[src/rtl/interleaver_ping_pong_controller.sv]
// Ping-pong buffer arbiter for a block interleaver: hands buffers to the writer,
// then presents full buffers to the read side in fill order and counts read bits.
module interleaver_ping_pong_controller #(
    parameter int unsigned ROW_NUMBER = 10,
    parameter int unsigned COL_NUMBER = 7
) (
    input  logic        CLK,
    input  logic        RESET,
    input  logic        WRITE_REQ,
    output logic        WRITE_GRANT,
    output logic        WRITE_BUFF_SEL,
    input  logic        WRITE_DONE,
    output logic        READ_START,
    output logic        PING_PONG_FLAG,
    input  logic        READ_ACK,
    input  logic        FIFO_WRITE,
    output logic [3:0]  BUFF_STATUS,
    output logic [15:0] FRAME_COUNT,
    output logic        PROTOCOL_ERR
);
    localparam int unsigned N  = ROW_NUMBER * COL_NUMBER;
    localparam int unsigned CW = $clog2(N + 1);
    localparam logic [CW-1:0] LAST_BIT = CW'(N - 1);

    typedef enum logic [1:0] {FREE = 2'b00, WRITING = 2'b01, FULL = 2'b10, READING = 2'b11} buf_state_e;
    typedef enum logic {W_IDLE, W_GRANTED} wr_state_e;
    typedef enum logic [1:0] {R_IDLE, R_START, R_BUSY} rd_state_e;

    wr_state_e            wr_state_q, wr_state_d;
    rd_state_e            rd_state_q, rd_state_d;
    buf_state_e [1:0]     buf_q, buf_d;
    logic [1:0]           q_data_q, q_data_d;
    logic [1:0]           q_cnt_q, q_cnt_d;
    logic                 next_wr_q, next_wr_d;
    logic [CW-1:0]        bit_cnt_q, bit_cnt_d;
    logic                 grant_q, grant_d;
    logic                 sel_q, sel_d;
    logic                 rs_q, rs_d;
    logic                 flag_q, flag_d;
    logic [15:0]          fc_q, fc_d;
    logic                 err_q, err_d;
    logic                 cand, cand_ok, push, pop;

    always_comb begin
        wr_state_d = wr_state_q;
        rd_state_d = rd_state_q;
        buf_d      = buf_q;
        q_data_d   = q_data_q;
        q_cnt_d    = q_cnt_q;
        next_wr_d  = next_wr_q;
        bit_cnt_d  = bit_cnt_q;
        grant_d    = 1'b0;
        sel_d      = sel_q;
        rs_d       = rs_q;
        flag_d     = flag_q;
        fc_d       = fc_q;
        err_d      = err_q;
        push       = 1'b0;
        pop        = 1'b0;
        cand       = next_wr_q;
        cand_ok    = 1'b0;

        // Prefer the alternating pointer, fall back to whichever buffer is free
        if (buf_q[next_wr_q] == FREE) begin
            cand    = next_wr_q;
            cand_ok = 1'b1;
        end else if (buf_q[~next_wr_q] == FREE) begin
            cand    = ~next_wr_q;
            cand_ok = 1'b1;
        end

        case (wr_state_q)
            W_IDLE: begin
                if (WRITE_DONE) err_d = 1'b1;
                if (WRITE_REQ && cand_ok) begin
                    wr_state_d  = W_GRANTED;
                    grant_d     = 1'b1;
                    sel_d       = cand;
                    buf_d[cand] = WRITING;
                    next_wr_d   = ~cand;
                end
            end
            W_GRANTED: begin
                if (WRITE_DONE) begin
                    buf_d[sel_q] = FULL;
                    push         = 1'b1;
                    wr_state_d   = W_IDLE;
                end
            end
            default: wr_state_d = W_IDLE;
        endcase

        case (rd_state_q)
            R_IDLE: begin
                if (q_cnt_q != 2'd0 && buf_q[q_data_q[0]] == FULL) begin
                    rd_state_d = R_START;
                    rs_d       = 1'b1;
                    flag_d     = q_data_q[0];
                end
            end
            R_START: begin
                if (READ_ACK) begin
                    pop           = 1'b1;
                    buf_d[flag_q] = READING;
                    bit_cnt_d     = '0;
                    rd_state_d    = R_BUSY;
                    rs_d          = 1'b0;
                end
            end
            R_BUSY: begin
                if (FIFO_WRITE) begin
                    bit_cnt_d = bit_cnt_q + 1'b1;
                    if (bit_cnt_q == LAST_BIT) begin
                        buf_d[flag_q] = FREE;
                        fc_d          = fc_q + 16'd1;
                        rd_state_d    = R_IDLE;
                    end
                end
            end
            default: rd_state_d = R_IDLE;
        endcase

        if (READ_ACK && rd_state_q != R_START) err_d = 1'b1;
        if (FIFO_WRITE && rd_state_q != R_BUSY) err_d = 1'b1;

        // Pop before push so a same-cycle pop/push keeps fill order
        if (pop) begin
            q_data_d[0] = q_data_q[1];
            q_cnt_d     = q_cnt_d - 2'd1;
        end
        if (push) begin
            q_data_d[q_cnt_d[0]] = sel_q;
            q_cnt_d              = q_cnt_d + 2'd1;
        end
    end

    always_ff @(posedge CLK or negedge RESET) begin
        if (!RESET) begin
            wr_state_q <= W_IDLE;
            rd_state_q <= R_IDLE;
            buf_q      <= {FREE, FREE};
            q_data_q   <= 2'b00;
            q_cnt_q    <= 2'd0;
            next_wr_q  <= 1'b0;
            bit_cnt_q  <= '0;
            grant_q    <= 1'b0;
            sel_q      <= 1'b0;
            rs_q       <= 1'b0;
            flag_q     <= 1'b0;
            fc_q       <= 16'd0;
            err_q      <= 1'b0;
        end else begin
            wr_state_q <= wr_state_d;
            rd_state_q <= rd_state_d;
            buf_q      <= buf_d;
            q_data_q   <= q_data_d;
            q_cnt_q    <= q_cnt_d;
            next_wr_q  <= next_wr_d;
            bit_cnt_q  <= bit_cnt_d;
            grant_q    <= grant_d;
            sel_q      <= sel_d;
            rs_q       <= rs_d;
            flag_q     <= flag_d;
            fc_q       <= fc_d;
            err_q      <= err_d;
        end
    end

    assign WRITE_GRANT    = grant_q;
    assign WRITE_BUFF_SEL = sel_q;
    assign READ_START     = rs_q;
    assign PING_PONG_FLAG = flag_q;
    assign BUFF_STATUS    = {buf_q[1], buf_q[0]};
    assign FRAME_COUNT    = fc_q;
    assign PROTOCOL_ERR   = err_q;

endmodule

[config.mk]
export PLATFORM = sky130hd
export DESIGN_NAME = interleaver_ping_pong_controller
export DESIGN_NICKNAME = d
export VERILOG_FILES = /design/src/rtl/interleaver_ping_pong_controller.sv
export SDC_FILE = /design/constraint.sdc
export NUM_CORES = 1
export LEC_CHECK = 0
export CAP_MARGIN = 5
export CORE_MARGIN = 2
export CORE_UTILIZATION = 30
export CTS_CLUSTER_DIAMETER = 120
export CTS_CLUSTER_SIZE = 30
export DETAILED_ROUTE_END_ITERATION = 7
export HOLD_SLACK_MARGIN = 0.15
export PLACE_DENSITY = 0.5
export SETUP_SLACK_MARGIN = 0.05
export SLEW_MARGIN = 20
export SYNTH_ARGS = -nofsm -noshare
export SYNTH_HDL_FRONTEND = slang
export SYNTH_SLANG_ARGS = --single-unit
export TNS_END_PERCENT = 1
[constraint.sdc]
create_clock -name CLK -period 2.5 [get_ports CLK]
set_clock_uncertainty 0.2 [all_clocks]
set_input_delay 0.5 -clock CLK [delete_from_list [all_inputs] [get_ports CLK]]
set_output_delay 0.5 -clock CLK [all_outputs]
set_load 0.005 [all_outputs]
==> results.sh, run 1 <==
export IMPL_maxCapViolCount=0
export IMPL_path_buf_inv=1
export IMPL_grt_pass1_wl_mm=7.96
export IMPL_hold_path_end="FRAME_COUNT[15]$_DFFE_PN0P_"
export IMPL_core_area_um2=6870
export IMPL_syn_inst=215
export IMPL_worst_path_max_delay_cell="nor4_2"
export IMPL_clk_pin_slew_worst_paths_ps=70
export IMPL_area_delta_synth_final_pct=24.8
export IMPL_async_flop_share=1.00
export IMPL_yosysMostFrequentCell="dfrtp_1"
export IMPL_dp_hpwl_mm=3.48
export IMPL_hold_depth=1
export IMPL_die_w_um=88.5
export IMPL_ys_flop_type="dfrtp_1"
export IMPL_cts_tree="done"
export IMPL_syn_area_per_cell_um2=9.97
export IMPL_layout_drive_gt1_share=0.0941
export IMPL_initial_utilization=0.312
export IMPL_yosys_top_cells_area="dfrtp_1 (47%), xnor2_1 (4.9%), ha_1 (4.7%)"
export IMPL_placed_area_um2=2590
export IMPL_min_from="FRAME_COUNT[15]$_DFFE_PN0P_"
export IMPL_gp_congestion=0.759
export IMPL_routed_via_density=4.89
export IMPL_grt_max_degree=41
export IMPL_setup_viol=0
export IMPL_cts_buffers=5
export IMPL_swShare=0.373
export IMPL_grt_overflow_total=0
export IMPL_synth_edf_count=0
export IMPL_start_kind="register"
export IMPL_crit_fanout=13
export IMPL_ctsHtreeMaxLevel=2
export IMPL_synth_nets=229
export IMPL_antenna_found_initial=0
export IMPL_drtPass1Iterations=4
export IMPL_setup_tns_ps=0
export IMPL_finalMaxSlewViolations=0
export IMPL_fp_row_count=30
export IMPL_drt_initial_drc_count=53
export IMPL_crit_family="simple AND/OR/NAND/NOR gates"
export IMPL_wirelength_mm=4.72
export IMPL_synth_seq_area_share=0.467
export IMPL_p_comb_frac=0.394
export IMPL_rr_endpoint="FRAME_COUNT[11]$_DFFE_PN0P_"
export IMPL_final_nets=269
export IMPL_finalInstanceArea_um2=2670
export IMPL_worst_path_largest_cell_delay_ps=460
export IMPL_rsz0062_at_grt="no"
export IMPL_grt_pass1_vias=1694
export IMPL_cts_resized=0
export IMPL_synth_cell_area_um2=2140
export IMPL_min_path_type="reg -> reg"
export IMPL_insertion_delay_ps=290
export IMPL_via_count=1716
export IMPL_irDropWorstVdd_v=0.000426
export IMPL_pin_count=31
export IMPL_p_per_area_nw_per_um2=840
export IMPL_p_int_mw=1.41
export IMPL_post_route_period_util=0.892
export IMPL_ys_seq_elements=40
export IMPL_rrSetupSlack_ps=270
export IMPL_fin_crit_ps=2230
export IMPL_yosysTopAreaCellShare=0.467
export IMPL_worst_slew_pin_slew_ps=600
export IMPL_seqPwrFrac=0.423
export IMPL_timing_rr_start="rd_state_q[0]$_DFFE_PN0P_"
export IMPL_fp_dieArea_um2=7840
export IMPL_grtUsageTotal=0.130
export IMPL_cts_sinks=40
export IMPL_p_sw_mw=0.838
export IMPL_synth_distinct_cells=46
export IMPL_crit_required_ps=2480
export IMPL_numPortBuffers=30
export IMPL_status="completed"
export IMPL_cp_end_kind="register"
export IMPL_reg2reg_depth=6
export IMPL_critPathKind="reg -> reg"
export IMPL_yosys_warnings=0
export IMPL_worstPathCellList="inv_1 > ha_1 > nand4b_1 > nor4_2 > nand4_1 > xnor2_1"
export IMPL_post_cts_setup_buffers=0
export IMPL_cts_hold_buf=1
export IMPL_synth_commonest_cells="dfrtp_1 (40), nand2_1 (17), a21oi_1 (15)"
export IMPL_clockRootBuffer="clkbuf_8"
export IMPL_maxSlewHeadroom=0.599
export IMPL_route_detailed_drc=0
export IMPL_yosysTopAreaCell="dfrtp_1"
export IMPL_drt_wirelength_per_cell_um=13.4
export IMPL_clockBufferDepth=2
export IMPL_leakagePower_nw=1.13
export IMPL_antenna_cells=0
export IMPL_max_freq_mhz=449
export IMPL_arrival_ps=2210
export IMPL_die_h_um=88.5
export IMPL_hold_violations=0
export IMPL_clockPowerShare=0.183
export IMPL_drtAntennaViolNets=0
==> state kept, by name, indices dropped and copies added, names as in the netlist <==
signal	cells
BUFF_STATUS	4
q_cnt_q	2
READ_START	1
bit_cnt_q	7
WRITE_BUFF_SEL	1
PING_PONG_FLAG	1
WRITE_GRANT	1
next_wr_q	1
FRAME_COUNT	16
wr_state_q	1
q_data_q	2
PROTOCOL_ERR	1
rd_state_q	2
==> worst reg2reg max path, delay by kind of cell (launching register included) <==
kind | cells | cell delay, ps
buffers and inverters | 1 | 90
adder cells (fa/ha/maj) | 1 | 420
AND/OR/NAND/NOR | 3 | 860
flip-flops | 1 | 410
XOR/XNOR | 1 | 140
==> cell families after synthesis <==
logic type,share of synthesized area
compound gates,0.142
flops,0.467
buf+inv,0.0397
fa+ha+maj,0.0467
simple gates,0.204
xor+xnor,0.0695
mux,0.0309
==> metal layers <==
metal / vias to the layer above / GRT usage / wire [um]
li1: 851 / - / -
met1: 827 / 0.178 / 2410
met2: 32 / 0.207 / 2080
met3: 6 / 0.0308 / 174
met4: 0 / 0.0372 / 57
met5: - / 0 / 0
==> power by group through the flow <==
| stage | Clock, mW | Combinational, mW | Sequential (mW) |
|---|---|---|---|
| 3_3_place_gp | 0 | 0.878 | 0.965 |
| 6_report | 0.411 | 0.885 | 0.950 |
| 2_1_floorplan | 0 | 0.607 | 0.922 |
| 4_1_cts | 0.432 | 0.892 | 0.952 |
| 5_1_grt | 0.456 | 0.998 | 0.979 |
| 3_5_place_dp | 0 | 0.889 | 0.962 |
==> how the worst max path moves through the flow <==
stage               depth (start not counted)                          end  slack (ps)                       from
finish                                      6  FRAME_COUNT[11]$_DFFE_PN0P_         270  rd_state_q[0]$_DFFE_PN0P_
CTS                                         6  FRAME_COUNT[11]$_DFFE_PN0P_         230  rd_state_q[0]$_DFFE_PN0P_
global placement                            5  FRAME_COUNT[11]$_DFFE_PN0P_         120                 FIFO_WRITE
detailed placement                          6     bit_cnt_q[5]$_DFFE_PN0P_         120                 FIFO_WRITE
floorplan                                   8      q_data_q[1]$_DFFE_PN0P_         470  rd_state_q[1]$_DFFE_PN0P_
global route                                6  FRAME_COUNT[13]$_DFFE_PN0P_         100  rd_state_q[0]$_DFFE_PN0P_
==> cell type report <==
cell class / count / area (um2)
Sequential cell: 40 / 1000
Multi-Input combinational cell: 155 / 1060
Inverter: 14 / 52.6
Clock inverter: 1 / 5.00
Fill cell: 709 / 4200
Timing Repair Buffer: 39 / 365
Tap cell: 96 / 120
Clock buffer: 6 / 72.6
==> layout by cell type (no fill, tap or decap), drive strengths merged, types with 3 or more instances in the layout <==
cell type and instances:
nand2 17, o22ai 3, xor2 5, nor2 8, dfrtp 40, inv 14, a21oi 15, mux2 5
buf 9, o211ai 3, nand2b 6, or3 4, o21ai 13, nand3 13, a31oi 5, clkbuf 6
nand4 9, clkdlybuf4s50 29, xnor2 12, ha 8
==> metrics by stage <==
| step | instances | util | hold WS [ps] | setup WS (ps) | total power, mW |
|---|---|---|---|---|---|
| after global routing | 351 | 0.389 | 306 | 101 | 2.43 |
| after detailed placement | 343 | 0.377 | 281 | 116 | 1.85 |
| after floorplan | 215 | - | 4.41 | 466 | 1.53 |
| after CTS | 351 | 0.389 | 292 | 232 | 2.28 |
| final | 351 | 0.389 | 288 | 270 | 2.25 |
| after global placement | 343 | 0.377 | 263 | 122 | 1.84 |
No activity file was read; power rests on OpenSTA's default activity.
==> inputs of run 2 (changes only) <==
--- a/config.mk
+++ b/config.mk
@@ -6,13 +6,15 @@
 export NUM_CORES = 1
 export LEC_CHECK = 0
 export CAP_MARGIN = 5
+export CELL_PAD_IN_SITES_DETAIL_PLACEMENT = 0
+export CELL_PAD_IN_SITES_GLOBAL_PLACEMENT = 2
 export CORE_MARGIN = 2
 export CORE_UTILIZATION = 30
 export CTS_CLUSTER_DIAMETER = 120
 export CTS_CLUSTER_SIZE = 30
 export DETAILED_ROUTE_END_ITERATION = 7
 export HOLD_SLACK_MARGIN = 0.15
-export PLACE_DENSITY = 0.5
+export PLACE_DENSITY = 0.72
 export SETUP_SLACK_MARGIN = 0.05
 export SLEW_MARGIN = 20
 export SYNTH_ARGS = -nofsm -noshare
==> run 2 against run 1 <==
Compared with the run above:
- final area up 1.7%
- via count down 0.87%
- global-route usage up 0.69 points
- sequential cell count unchanged
==> results.sh, run 2 (synthesized netlist as in run 1, its figures left out) <==
export IMPL_swShare=0.372
export IMPL_layout_drive_gt1_share=0.115
export IMPL_dp_hpwl_mm=3.75
export IMPL_die_h_um=88.5
export IMPL_clk_pin_slew_worst_paths_ps=80
export IMPL_grt_overflow_total=0
export IMPL_grt_pass1_wl_mm=8.29
export IMPL_die_w_um=88.5
export IMPL_min_from="FRAME_COUNT[15]$_DFFE_PN0P_"
export IMPL_worst_slack_ps=449
export IMPL_hold_ws_ps=271
export IMPL_clockPowerShare=0.198
export IMPL_clockRootBuffer="clkbuf_8"
export IMPL_leakagePower_nw=1.16
export IMPL_pin_count=31
export IMPL_grt_pass1_vias=1687
export IMPL_rrSetupSlack_ps=450
export IMPL_irDropWorstVdd_v=0.000346
export IMPL_critPathMostFrequentCell="nand2_1"
export IMPL_seqPwrFrac=0.417
export IMPL_clockBufferDepth=2
export IMPL_drt_initial_drc_count=86
export IMPL_crit_required_ps=2480
export IMPL_reg2reg_depth=6
export IMPL_status="completed"
export IMPL_hold_violations=0
export IMPL_drtPass1Iterations=4
export IMPL_crit_fanout=4
export IMPL_worstPathCellList="inv_1 > ha_1 > or4bb_1 > nand2_1 > nand2_1 > mux2_1"
export IMPL_p_int_mw=1.44
export IMPL_worst_path_max_delay_cell="or4bb_1"
export IMPL_cts_sinks=40
export IMPL_place_inst=347
export IMPL_area_delta_synth_final_pct=26.9
export IMPL_largest_register_ffs=16
export IMPL_p_comb_frac=0.385
export IMPL_grt_max_degree=16
export IMPL_p_sw_mw=0.853
export IMPL_cts_tree="done"
export IMPL_final_cell_mix="dfrtp_1 (40), clkdlybuf4s50_1 (29), nand2_1 (17), a21oi_1 (15), inv_1 (14)"
export IMPL_wirelength_mm=4.90
export IMPL_core_area_um2=6870
export IMPL_n_fill_cell=703
export IMPL_insertion_delay_ps=290
export IMPL_maxCapViolCount=0
export IMPL_fin_crit_ps=2050
export IMPL_fp_row_count=30
export IMPL_p_per_area_nw_per_um2=844
export IMPL_gp_congestion=0.708
export IMPL_arrival_ps=2030
export IMPL_numPortBuffers=30
export IMPL_worst_path_largest_cell_delay_ps=500
export IMPL_initial_utilization=0.312
export IMPL_antenna_found_initial=0
export IMPL_cp_end_kind="register"
export IMPL_hold_path_end="FRAME_COUNT[15]$_DFFE_PN0P_"
export IMPL_routed_via_density=4.78
export IMPL_critPathKind="reg -> reg"
export IMPL_drtAntennaViolNets=0
export IMPL_route_detailed_drc=0
export IMPL_via_count=1701
export IMPL_hold_depth=1
export IMPL_final_nets=273
export IMPL_fp_dieArea_um2=7840
export IMPL_grtUsageTotal=0.137
export IMPL_timing_rr_start="q_cnt_q[0]$_DFF_PN0_"
export IMPL_setup_viol=0
export IMPL_rsz0062_at_grt="no"
export IMPL_max_freq_mhz=488
export IMPL_cts_buffers=5
export IMPL_ctsHtreeMaxLevel=2
export IMPL_post_cts_setup_buffers=0
export IMPL_setup_tns_ps=0
export IMPL_final_cells=356
export IMPL_cts_resized=0
export IMPL_maxSlewHeadroom=0.598
export IMPL_dp_slack_ps=109
export IMPL_power_mw=2.29
export IMPL_start_kind="register"
export IMPL_antenna_cells=0
export IMPL_rr_endpoint="PING_PONG_FLAG$_DFFE_PN0P_"
export IMPL_finalMaxSlewViolations=0
export IMPL_drt_wirelength_per_cell_um=13.8
export IMPL_worst_slew_pin_slew_ps=602
export IMPL_post_route_period_util=0.820
export IMPL_min_path_type="reg -> reg"
export IMPL_final_common_cell="dfrtp_1"
## run 2: worst max-delay path: cells and delay by family, from the launching register on
kind                       cells  cell delay (ps)
adders and majority gates      1              220
buffers and inverters          1              100
DFF                            1              410
muxes                          1              300
and+or+nand+nor                3              700
## run 2: layout make-up
class,count,area (um2),area share
clock buffers,6,82.6,0.0304
clock inverters,2,10.0,0.00368
repair buffers,43,395,0.145
flip-flops and latches,40,1000,0.368
well taps,96,120,0.0442
inverters,14,52.6,0.0193
multi-input cells,155,1060,0.389
## run 2: power groups by stage
| stage | Combinational (mW) | Sequential, mW | Clock [mW] |
|---|---|---|---|
| 3_3_place_gp | 0.897 | 0.970 | 0 |
| 5_1_grt | 1.01 | 0.985 | 0.499 |
| 4_1_cts | 0.898 | 0.958 | 0.474 |
| 3_5_place_dp | 0.893 | 0.970 | 0 |
| 2_1_floorplan | 0.607 | 0.922 | 0 |
| 6_report | 0.883 | 0.957 | 0.454 |
## run 2: worst max-delay path by stage
stage,start,to,slack [ps]
6_report,q_cnt_q[0]$_DFF_PN0_,PING_PONG_FLAG$_DFFE_PN0P_,450
2_1_floorplan,rd_state_q[1]$_DFFE_PN0P_,q_data_q[1]$_DFFE_PN0P_,470
3_3_place_gp,FIFO_WRITE,bit_cnt_q[6]$_DFFE_PN0P_,130
5_1_grt,q_cnt_q[0]$_DFF_PN0_,PING_PONG_FLAG$_DFFE_PN0P_,320
4_1_cts,FIFO_WRITE,bit_cnt_q[5]$_DFFE_PN0P_,420
3_5_place_dp,FIFO_WRITE,bit_cnt_q[5]$_DFFE_PN0P_,110
## run 2: what timing repair did
item,4_1_cts,5_1_grt
hold endpoints to repair,11,0
hold buffers,1,0
setup endpoints to repair,0,0
## run 2: per-layer routing
metal | wire length [um] | global-route usage | vias up | share of wire
met5 | 0 | 0 | - | 0
met4 | 58 | 0.0441 | 0 | 0.012
met3 | 153 | 0.0345 | 4 | 0.031
met2 | 2230 | 0.216 | 33 | 0.45
met1 | 2460 | 0.185 | 804 | 0.50
li1 | - | - | 860 | -
## run 2: metrics by stage
| stage | instance area [um2] | utilization |
|---|---|---|
| floorplan | 2140 | - |
| global placement | 2620 | 0.381 |
| detailed placement | 2620 | 0.381 |
| CTS | 2720 | 0.396 |
| global route | 2720 | 0.396 |
| finish | 2720 | 0.396 |
==> inputs of run 3 (changes only) <==
==> constraint.sdc (replaced) <==
create_clock -name CLK -period 1.9 [get_ports CLK]
set_clock_uncertainty 0.2 [all_clocks]
set_input_delay 0.38 -clock CLK [delete_from_list [all_inputs] [get_ports CLK]]
set_output_delay 0.38 -clock CLK [all_outputs]
set_load 0.005 [all_outputs]
==> run 3 against run 2 <==
Compared with the run above:
- worst setup slack got worse by 430 ps
- clock power increased by 53%
- sequential cell count unchanged
- critical path type unchanged
- largest power group is now combinational cells
==> results.sh, run 3 (synthesized netlist as in run 1, its figures left out) <==
export IMPL_arrival_ps=1900
export IMPL_die_w_um=88.5
export IMPL_crit_fanout=5
export IMPL_gp_congestion=0.767
export IMPL_route_detailed_drc=0
export IMPL_finalInstanceArea_um2=3150
export IMPL_grt_pass1_vias=1827
export IMPL_final_cell_mix="buf_4 (41), dfrtp_1 (35), a21oi_1 (15), nand2_1 (14), clkdlybuf4s50_1 (14)"
export IMPL_fin_crit_ps=1880
export IMPL_cp_end_kind="register"
export IMPL_post_route_period_util=0.991
export IMPL_rrSetupSlack_ps=20
export IMPL_max_freq_mhz=531
export IMPL_maxCapViolCount=0
export IMPL_via_count=1859
export IMPL_hold_violations=0
export IMPL_clockBufferDepth=2
export IMPL_core_area_um2=6870
export IMPL_worst_slack_ps=16.2
export IMPL_cts_sinks=40
export IMPL_n_fill_cell=675
export IMPL_worst_path_max_delay_cell="or3_4"
export IMPL_setup_viol=0
export IMPL_grt_max_degree=41
export IMPL_grt_overflow_total=0
export IMPL_drtAntennaViolNets=0
export IMPL_fp_row_count=30
export IMPL_final_common_cell="buf_4"
export IMPL_numPortBuffers=30
export IMPL_worst_path_largest_cell_delay_ps=460
export IMPL_dp_hpwl_mm=4.01
export IMPL_clockRootBuffer="clkbuf_8"
export IMPL_grt_pass1_wl_mm=9.03
export IMPL_insertion_delay_ps=290
export IMPL_hold_ws_ps=275
export IMPL_reg2reg_depth=6
export IMPL_drt_initial_drc_count=87
export IMPL_crit_required_ps=1920
export IMPL_routed_via_density=4.79
export IMPL_ctsHtreeMaxLevel=2
export IMPL_leakagePower_nw=1.52
export IMPL_worst_slew_pin_slew_ps=416
export IMPL_grtUsageTotal=0.150
export IMPL_min_path_type="reg -> reg"
export IMPL_rr_endpoint="FRAME_COUNT[7]$_DFFE_PN0P_"
export IMPL_critPathKind="reg -> reg"
export IMPL_finalMaxSlewViolations=0
export IMPL_worstPathCellList="inv_2 > ha_4 > nand4b_1 > or3_4 > nor3_4 > xor2_1"
export IMPL_clk_pin_slew_worst_paths_ps=80
export IMPL_crit_start="rd_state_q[0]$_DFFE_PN0P_"
export IMPL_dp_slack_ps=-315
export IMPL_crit_path_end="FRAME_COUNT[7]$_DFFE_PN0P_"
export IMPL_drt_wirelength_per_cell_um=14.3
export IMPL_cts_buffers=5
export IMPL_irDropWorstVdd_v=0.000551
export IMPL_placed_area_um2=2870
export IMPL_die_h_um=88.5
export IMPL_fp_dieArea_um2=7840
export IMPL_antenna_cells=0
export IMPL_pin_count=31
export IMPL_start_kind="register"
export IMPL_wirelength_mm=5.55
export IMPL_layout_drive_gt1_share=0.298
export IMPL_initial_utilization=0.312
export IMPL_drtPass1Iterations=4
export IMPL_cts_tree="done"
export IMPL_maxSlewHeadroom=0.716
export IMPL_p_per_area_nw_per_um2=1170
export IMPL_antenna_found_initial=0
export IMPL_largest_register_ffs=16
export IMPL_power_mw=3.69
export IMPL_timing_rr_start="rd_state_q[0]$_DFFE_PN0P_"
export IMPL_status="completed"
export IMPL_area_delta_synth_final_pct=46.8
export IMPL_rsz0062_at_grt="yes"
export IMPL_final_nets=305
[run 3: cell count changes in the layout (fill, tap and decap cells not counted), sizes merged]
cell           previous run  this run
bufinv                    0         1
dlymetal6s2s              0         9
buf                      13        45
clkinv                    2         1
clkdlybuf4s50            29        14
dlygate4sd2               0         6
[run 3: metal layers]
metal,global-route usage,routed length (um)
met1,0.200,2660
met3,0.0345,132
met2,0.250,2720
met5,0,0
met4,0.0331,44
[run 3: worst min-delay path by stage]
stage	startpoint	to	slack, ps	depth (start not counted)
final	FRAME_COUNT[15]$_DFFE_PN0P_	FRAME_COUNT[15]$_DFFE_PN0P_	280	1
after CTS	FRAME_COUNT[15]$_DFFE_PN0P_	FRAME_COUNT[15]$_DFFE_PN0P_	290	1
after floorplan	RESET	BUFF_STATUS[0]$_DFF_PN0_	-120	0
after global routing	FRAME_COUNT[15]$_DFFE_PN0P_	FRAME_COUNT[15]$_DFFE_PN0P_	290	1
after detailed placement	RESET	bit_cnt_q[5]$_DFFE_PN0P_	170	2
after global placement	RESET	bit_cnt_q[5]$_DFFE_PN0P_	170	2
[run 3: per-stage QoR]
stage | setup TNS [ps] | util | instances
after CTS | 0 | 0.440 | 386
after global placement | -4540 | 0.418 | 377
after global routing | -292 | 0.458 | 388
after floorplan | -12.9 | - | 215
after detailed placement | -5170 | 0.418 | 377
final | 0 | 0.458 | 388
[run 3: repair_timing]
action                                  in CTS  in global routing
pin swaps                                    5                 11
endpoints found under the hold margin       40                  0
buffers inserted                             0                  2
hold buffers                                 1                  0
gates resized for setup                     16                 31
endpoints found under the setup margin      28                 34
[run 3: critical path: cells and delay by family, from the launching register on]
family | cells | cell delay (ps)
adders and majority gates | 1 | 170
DFF | 1 | 400
and+or+nand+nor | 3 | 800
buffers and inverters | 1 | 90
xor gates and xnor gates | 1 | 150
[run 3: report_power, final]
part / switching [mW] / total (mW) / leakage (nW) / internal (mW)
sequential: 0.176 / 1.22 / 0.510 / 1.04
clock: 0.306 / 0.696 / 0.0552 / 0.390
combinational: 0.812 / 1.77 / 0.955 / 0.960
[run 3: area by class of cell]
cell class / count / area [um2] / area share
multi-input combinational: 155 / 1190 / 0.377
sequential: 40 / 1010 / 0.320
timing repair buffer: 75 / 671 / 0.213
tap: 96 / 120 / 0.0382
clock buffer: 6 / 72.6 / 0.0231
inverter: 14 / 52.6 / 0.0167
clock inverter: 2 / 35.0 / 0.0111
==> RTL change 1: new RTL, settings of run 2 <==
Encoding of `rd_state_e`: now one-hot (3 bits for 3 states).
--- a/src/rtl/interleaver_ping_pong_controller.sv
+++ b/src/rtl/interleaver_ping_pong_controller.sv
@@ -24,7 +24,7 @@
 
     typedef enum logic [1:0] {FREE = 2'b00, WRITING = 2'b01, FULL = 2'b10, READING = 2'b11} buf_state_e;
     typedef enum logic {W_IDLE, W_GRANTED} wr_state_e;
-    typedef enum logic [1:0] {R_IDLE, R_START, R_BUSY} rd_state_e;
+    typedef enum logic [2:0] {R_IDLE = 3'b001, R_START = 3'b010, R_BUSY = 3'b100} rd_state_e;
 
     wr_state_e            wr_state_q, wr_state_d;
     rd_state_e            rd_state_q, rd_state_d;
Function: same outputs for any inputs over 10 cycles, from zero or initial values and one cycle with RESET low; not proved beyond that.
==> RTL change 1 against run 2 <==
Wire length down 13%. Utilization down 1.7 points. Largest cell class is now flip-flops and latches. Register-to-register slack better by 0.11 ns. Sequential share of layout area is 3.8 points higher. Setup slack worse by 0.031 ns. Synthesized area is 4.8% lower. Sequential cell count increased by 1. Power decreased by 14%. Final area down 7.0%. First-iteration DRC count is 16% lower. Fmax is 1.5% lower.
==> RTL change 1: results (changes against run 2) <==
STATUS='complete, no violations'
SYNTH_COMMON_CELLS='sky130_fd_sc_hd__dfrtp_1, sky130_fd_sc_hd__nand2_1, sky130_fd_sc_hd__xnor2_1'
SYNTH.TOP_CELLS.BY_AREA='sky130_fd_sc_hd__dfrtp_1, sky130_fd_sc_hd__xnor2_1, sky130_fd_sc_hd__nand2_1, sky130_fd_sc_hd__ha_1, sky130_fd_sc_hd__nor2_1'
YS_SEQ_AREA_FRAC=0.5034  # +0.03636
SETUP.WORST_PATH.START='PING_PONG_FLAG'
CP_SLOWEST_STAGE_DELAY_NS=0.56  # +0.06 ns
MET2_WL_POST_DR_UM=2064  # -7.4%
FIRST_PASS_ITERS=6  # +2
GRT_START_MAX_NET_PINS=42  # +26
SWITCHING_POWER_mW=0.6031  # -29%
R2R_SETUP_SLACK_NS=0.56  # +0.11 ns
LEAKAGE_nW=1.101  # -4.7%
TRACK_USAGE=0.1276  # -0.009490
CRIT_PATH_MAX_DELAY_FAMILY='buffers and inverters'
COMB_POWER_SHARE=0.233  # -0.152
WORST_EP_ARRIVAL_TIME_NS=1.38  # -0.65 ns
ROUTED-WL-MET3_UM=170  # +11%
DP_SLACK_NS=0.1960  # +0.08742 ns
DETAIL_ROUTE.WIRELENGTH.MET1_UM=2012  # -18%
PERIOD_NEEDED_NS=2.081  # +0.03070 ns
ROUTED_WIRE_LENGTH_PER_INSTANCE_UM=13.74  # -0.21%
PLACE_HPWL_UM=3021  # -19%
DETAILED_PLACE.AREA_UM2=2402  # -8.2%
GLOBAL_ROUTE.USAGE.MET1=0.1714  # -0.01407
VIAS_IN_THE_FIRST_GLOBAL_ROUTE=1488  # -12%
SHARE_SEQ_OF_TOTAL_POWER=0.480  # +0.063
CP_MAX_FO=9  # +5
FINAL_WTD_CONGESTION=0.7070  # about the same
GRT_UTIL_MET3=0.03905  # +0.004533
TIMING.REG2REG.WORST_PATH_DEPTH=4  # -2
DRT-VIAS-PER-INSTANCE=4.846  # +1.4%
CELLPOWERDENSITY_nW_PER_UM2=783.8  # -7.1%
SYNTH.LIB_CELLS_USED.DISTINCT=40  # -13%
CP_SLOWEST_CELL='sky130_fd_sc_hd__clkdlybuf4s50_1'
DR.FIRST_ITER.DRC_COUNT=72  # -16%
RR_STARTPOINT='rd_state_q[0]'
GRT_ANTENNA_BEFORE_REPAIR=0  # unchanged
==> RTL change 1: layout make-up <==
cell class              instances  area [µm²]
clock buffers                   7       86.33
clock inverters                 1       30.03
fillers                       693        4153
inverters                       8       30.03
multi-input cells             140       919.6
flip-flops and latches         41        1027
well taps                      80       100.1
repair buffers                 35       335.3
==> RTL change 1: how the worst min path moves through the flow <==
| stage | endpoint | depth (start not counted) | start | slack, ns |
|---|---|---|---|---|
| floorplan | BUFF_STATUS[0] | 0 | RESET | 0.004 |
| global placement | PROTOCOL_ERR | 2 | PROTOCOL_ERR | 0.27 |
| detailed placement | PROTOCOL_ERR | 2 | PROTOCOL_ERR | 0.26 |
| CTS | FRAME_COUNT[15] | 1 | FRAME_COUNT[15] | 0.29 |
| global route | FRAME_COUNT[15] | 1 | FRAME_COUNT[15] | 0.30 |
| finish | PROTOCOL_ERR | 2 | PROTOCOL_ERR | 0.28 |
==> RTL change 1: stage by stage <==
stage | instances | util | hold WS, ns
after floorplan | 198 | - | 0.004409
after global placement | 303 | 0.3596 | 0.2654
after detailed placement | 303 | 0.3596 | 0.2622
after CTS | 312 | 0.3785 | 0.2869
after global routing | 312 | 0.3785 | 0.2973
final | 312 | 0.3785 | 0.2789
==> RTL change 1: cell families (layout without fill, tap and decap cells) <==
family,count (synthesis),count (layout),share of synthesized area
AND/OR/NAND/NOR,82,82,0.2201
flip-flops,41,41,0.5034
AO/OA/AOI/OAI,30,30,0.09811
XOR/XNOR,20,20,0.08584
buffers and inverters,17,51,0.04598
adder cells (fa/ha/maj),5,5,0.03066
multiplexers,3,3,0.01594
==> RTL change 1: timing repair <==
action | 4_1_cts | 5_1_grt
hold buffers | 1 | 0
endpoints found under the hold margin | 40 | 0
resized for setup | 0 | 0
==> RTL change 2: new RTL, config.mk and constraints of run 2 <==
Without the edit above. Set the parameter `COL_NUMBER` to 9 (it was 7).
--- a/src/rtl/interleaver_ping_pong_controller.sv
+++ b/src/rtl/interleaver_ping_pong_controller.sv
@@ -2,7 +2,7 @@
 // then presents full buffers to the read side in fill order and counts read bits.
 module interleaver_ping_pong_controller #(
     parameter int unsigned ROW_NUMBER = 10,
-    parameter int unsigned COL_NUMBER = 7
+    parameter int unsigned COL_NUMBER = 9
 ) (
     input  logic        CLK,
     input  logic        RESET,
Check against the original RTL: same outputs for any inputs over 10 cycles, from zero or initial values and one cycle with RESET low; that may be too few to reach the edited logic, so the function may still have changed.
==> RTL change 2 against run 2 <==
Sequential cell count did not move. First-iteration DRC count decreased by 36%. Wire length shrank 3.5%. Final area fell by 1.0%. Setup slack worse by 0.11 ns. Synthesized area is 0.47% higher. Utilization decreased by 0.40 points. Power decreased by 5.8%.
==> RTL change 2: results (changes against run 2) <==
STATUS='complete, no violations'
FINALNETCOUNT=261  # -4.4%
WORST_EP_ARRIVAL_TIME_NS=2.15  # +0.12 ns
GLOBAL_ROUTE_WIRE_LENGTH_BEFORE_REPAIR_UM=7976  # -3.8%
SYNTH.LIB_CELLS_USED.DISTINCT=53  # +15%
PG_COMB_mW=0.795  # -10%
DR.FIRST_ITER.DRC_COUNT=55  # -36%
CP_SLOWEST_STAGE_DELAY_NS=0.43  # -0.07 ns
SHARE_SEQ_OF_TOTAL_POWER=0.431  # +0.014
YS_SEQ_AREA_FRAC=0.4648  # -0.002171
CP_MAX_FO=12  # +8
PLACE_HPWL_UM=3551  # -5.2%
CTS.REPAIR.RESIZED=0  # unchanged
POST_SYNTHESIS_ADDER_CELL_AREA_FRACTION=0.04648  # -0.0002171
IR_WORST_VDD_uV=469.0  # +35%
DRIVE_ABOVE_1_SHARE=0.1290  # +0.01365
AREA_GROWTH_FROM_SYNTHESIS_TO_FINAL_LAYOUT_PCT=24.99
INTERNAL_POWER_mW=1.376  # -4.5%
LEAKAGE_nW=1.120  # -3.0%
TIMING_WORST_SLEW_PIN_VALUE_NS=0.6344  # +0.03268 ns
ANTENNA_CELLS_INSERTED=0  # unchanged
DETAIL_ROUTE.WIRELENGTH.MET1_UM=2346  # -4.7%
CRIT_PATH_MAX_DELAY_FAMILY='simple AND/OR/NAND/NOR gates'
FINAL_WTD_CONGESTION=0.7211  # +1.9%
MET2_WL_POST_DR_UM=2162  # -3.0%
ROUTE.FINAL.WIRE_LENGTH_UM=4732  # -3.5%
SYNTH.TOP_CELLS.BY_AREA='sky130_fd_sc_hd__dfrtp_1, sky130_fd_sc_hd__xnor2_1, sky130_fd_sc_hd__ha_1, sky130_fd_sc_hd__a21oi_1, sky130_fd_sc_hd__o21ai_0'
GLOBAL_ROUTE.USAGE.MET1=0.1741  # -0.01138
GRT_UTIL_MET3=0.03078  # -0.003731
HIGHEST_LAYER='met4'
GRT_START_MAX_NET_PINS=25  # +9
SYNTH-MAIN-FF-CELL='sky130_fd_sc_hd__dfrtp_1'
GROUTE.LAYER.MET2.USAGE=0.2137  # -0.002290
SYNTH_COMMON_CELLS='sky130_fd_sc_hd__dfrtp_1, sky130_fd_sc_hd__a21oi_1, sky130_fd_sc_hd__nand2_1, sky130_fd_sc_hd__xnor2_1, sky130_fd_sc_hd__inv_1'
MAPPEDNETLISTNETS=222  # -3.1%
CP_SLOWEST_CELL='sky130_fd_sc_hd__ha_1'
SYNTH.MUX.AREA_FRACTION=0.02034  # -0.01060
ROUTED-VIA-COUNT=1639  # -3.6%
CLK_PATH_BUF_DEPTH=2  # unchanged
ROUTED-WL-MET3_UM=164  # +7.2%
POST_SYNTHESIS_SHARE_OF_CELL_AREA_SPENT_ON_XOR_AND_XNOR_GATES=0.06915  # -0.0003229
SYNTH-COMPOUND-AREA-SHARE=0.1348  # -0.007051
TRACK_USAGE=0.1317  # -0.005382
CTS_MADE_BUFFERS=5  # unchanged
-- RTL change 2: timing repair --
item | in CTS | in global routing
setup buffers | 0 | 0
endpoints found under the hold margin | 16 | 0
hold buffers | 1 | 0
-- RTL change 2: final cells by class --
| cell class | instances | area, µm² |
|---|---|---|
| tap | 96 | 120.1 |
| fill | 684 | 4178 |
| timing repair buffer | 39 | 377.9 |
| multi-input combinational | 148 | 1056 |
| sequential | 40 | 1001 |
| clock buffer | 5 | 68.82 |
| inverter | 13 | 48.80 |
| clock inverter | 3 | 18.77 |
-- RTL change 2: final timing paths --
kind                            startpoint  cells past startpoint  slack (ns)               to
max                          rd_state_q[0]                      7        0.34  FRAME_COUNT[11]
min                        FRAME_COUNT[15]                      1        0.27  FRAME_COUNT[15]
max reg2reg                  rd_state_q[0]                      7        0.34  FRAME_COUNT[11]
min reg2reg                FRAME_COUNT[15]                      1        0.27  FRAME_COUNT[15]
max in group asynchronous            RESET                      3        1.14      q_data_q[0]
min in group asynchronous            RESET                      2        0.48   FRAME_COUNT[6]
-- RTL change 2: stage by stage --
| stage | worst slack, ns | cells | hold WS [ns] | power, mW | instance area, µm² |
|---|---|---|---|---|---|
| finish | 0.3422 | 344 | 0.2700 | 2.161 | 2691 |
| global route | 0.1433 | 344 | 0.3050 | 2.331 | 2691 |
| CTS | 0.3090 | 344 | 0.2779 | 2.192 | 2691 |
| detailed placement | 0.1175 | 335 | 0.2656 | 1.744 | 2594 |
| global placement | 0.1577 | 335 | 0.2582 | 1.743 | 2594 |
| floorplan | 0.5032 | 208 | 0.004409 | 1.466 | 2153 |
-- RTL change 2: worst reg2reg max path: cells and delay by family, from the launching register on --
family	cells	cell delay [ns]
fa+ha+maj	1	0.43
flops	1	0.40
buf+inv	2	0.26
simple gates	3	0.63
xor+xnor	1	0.14
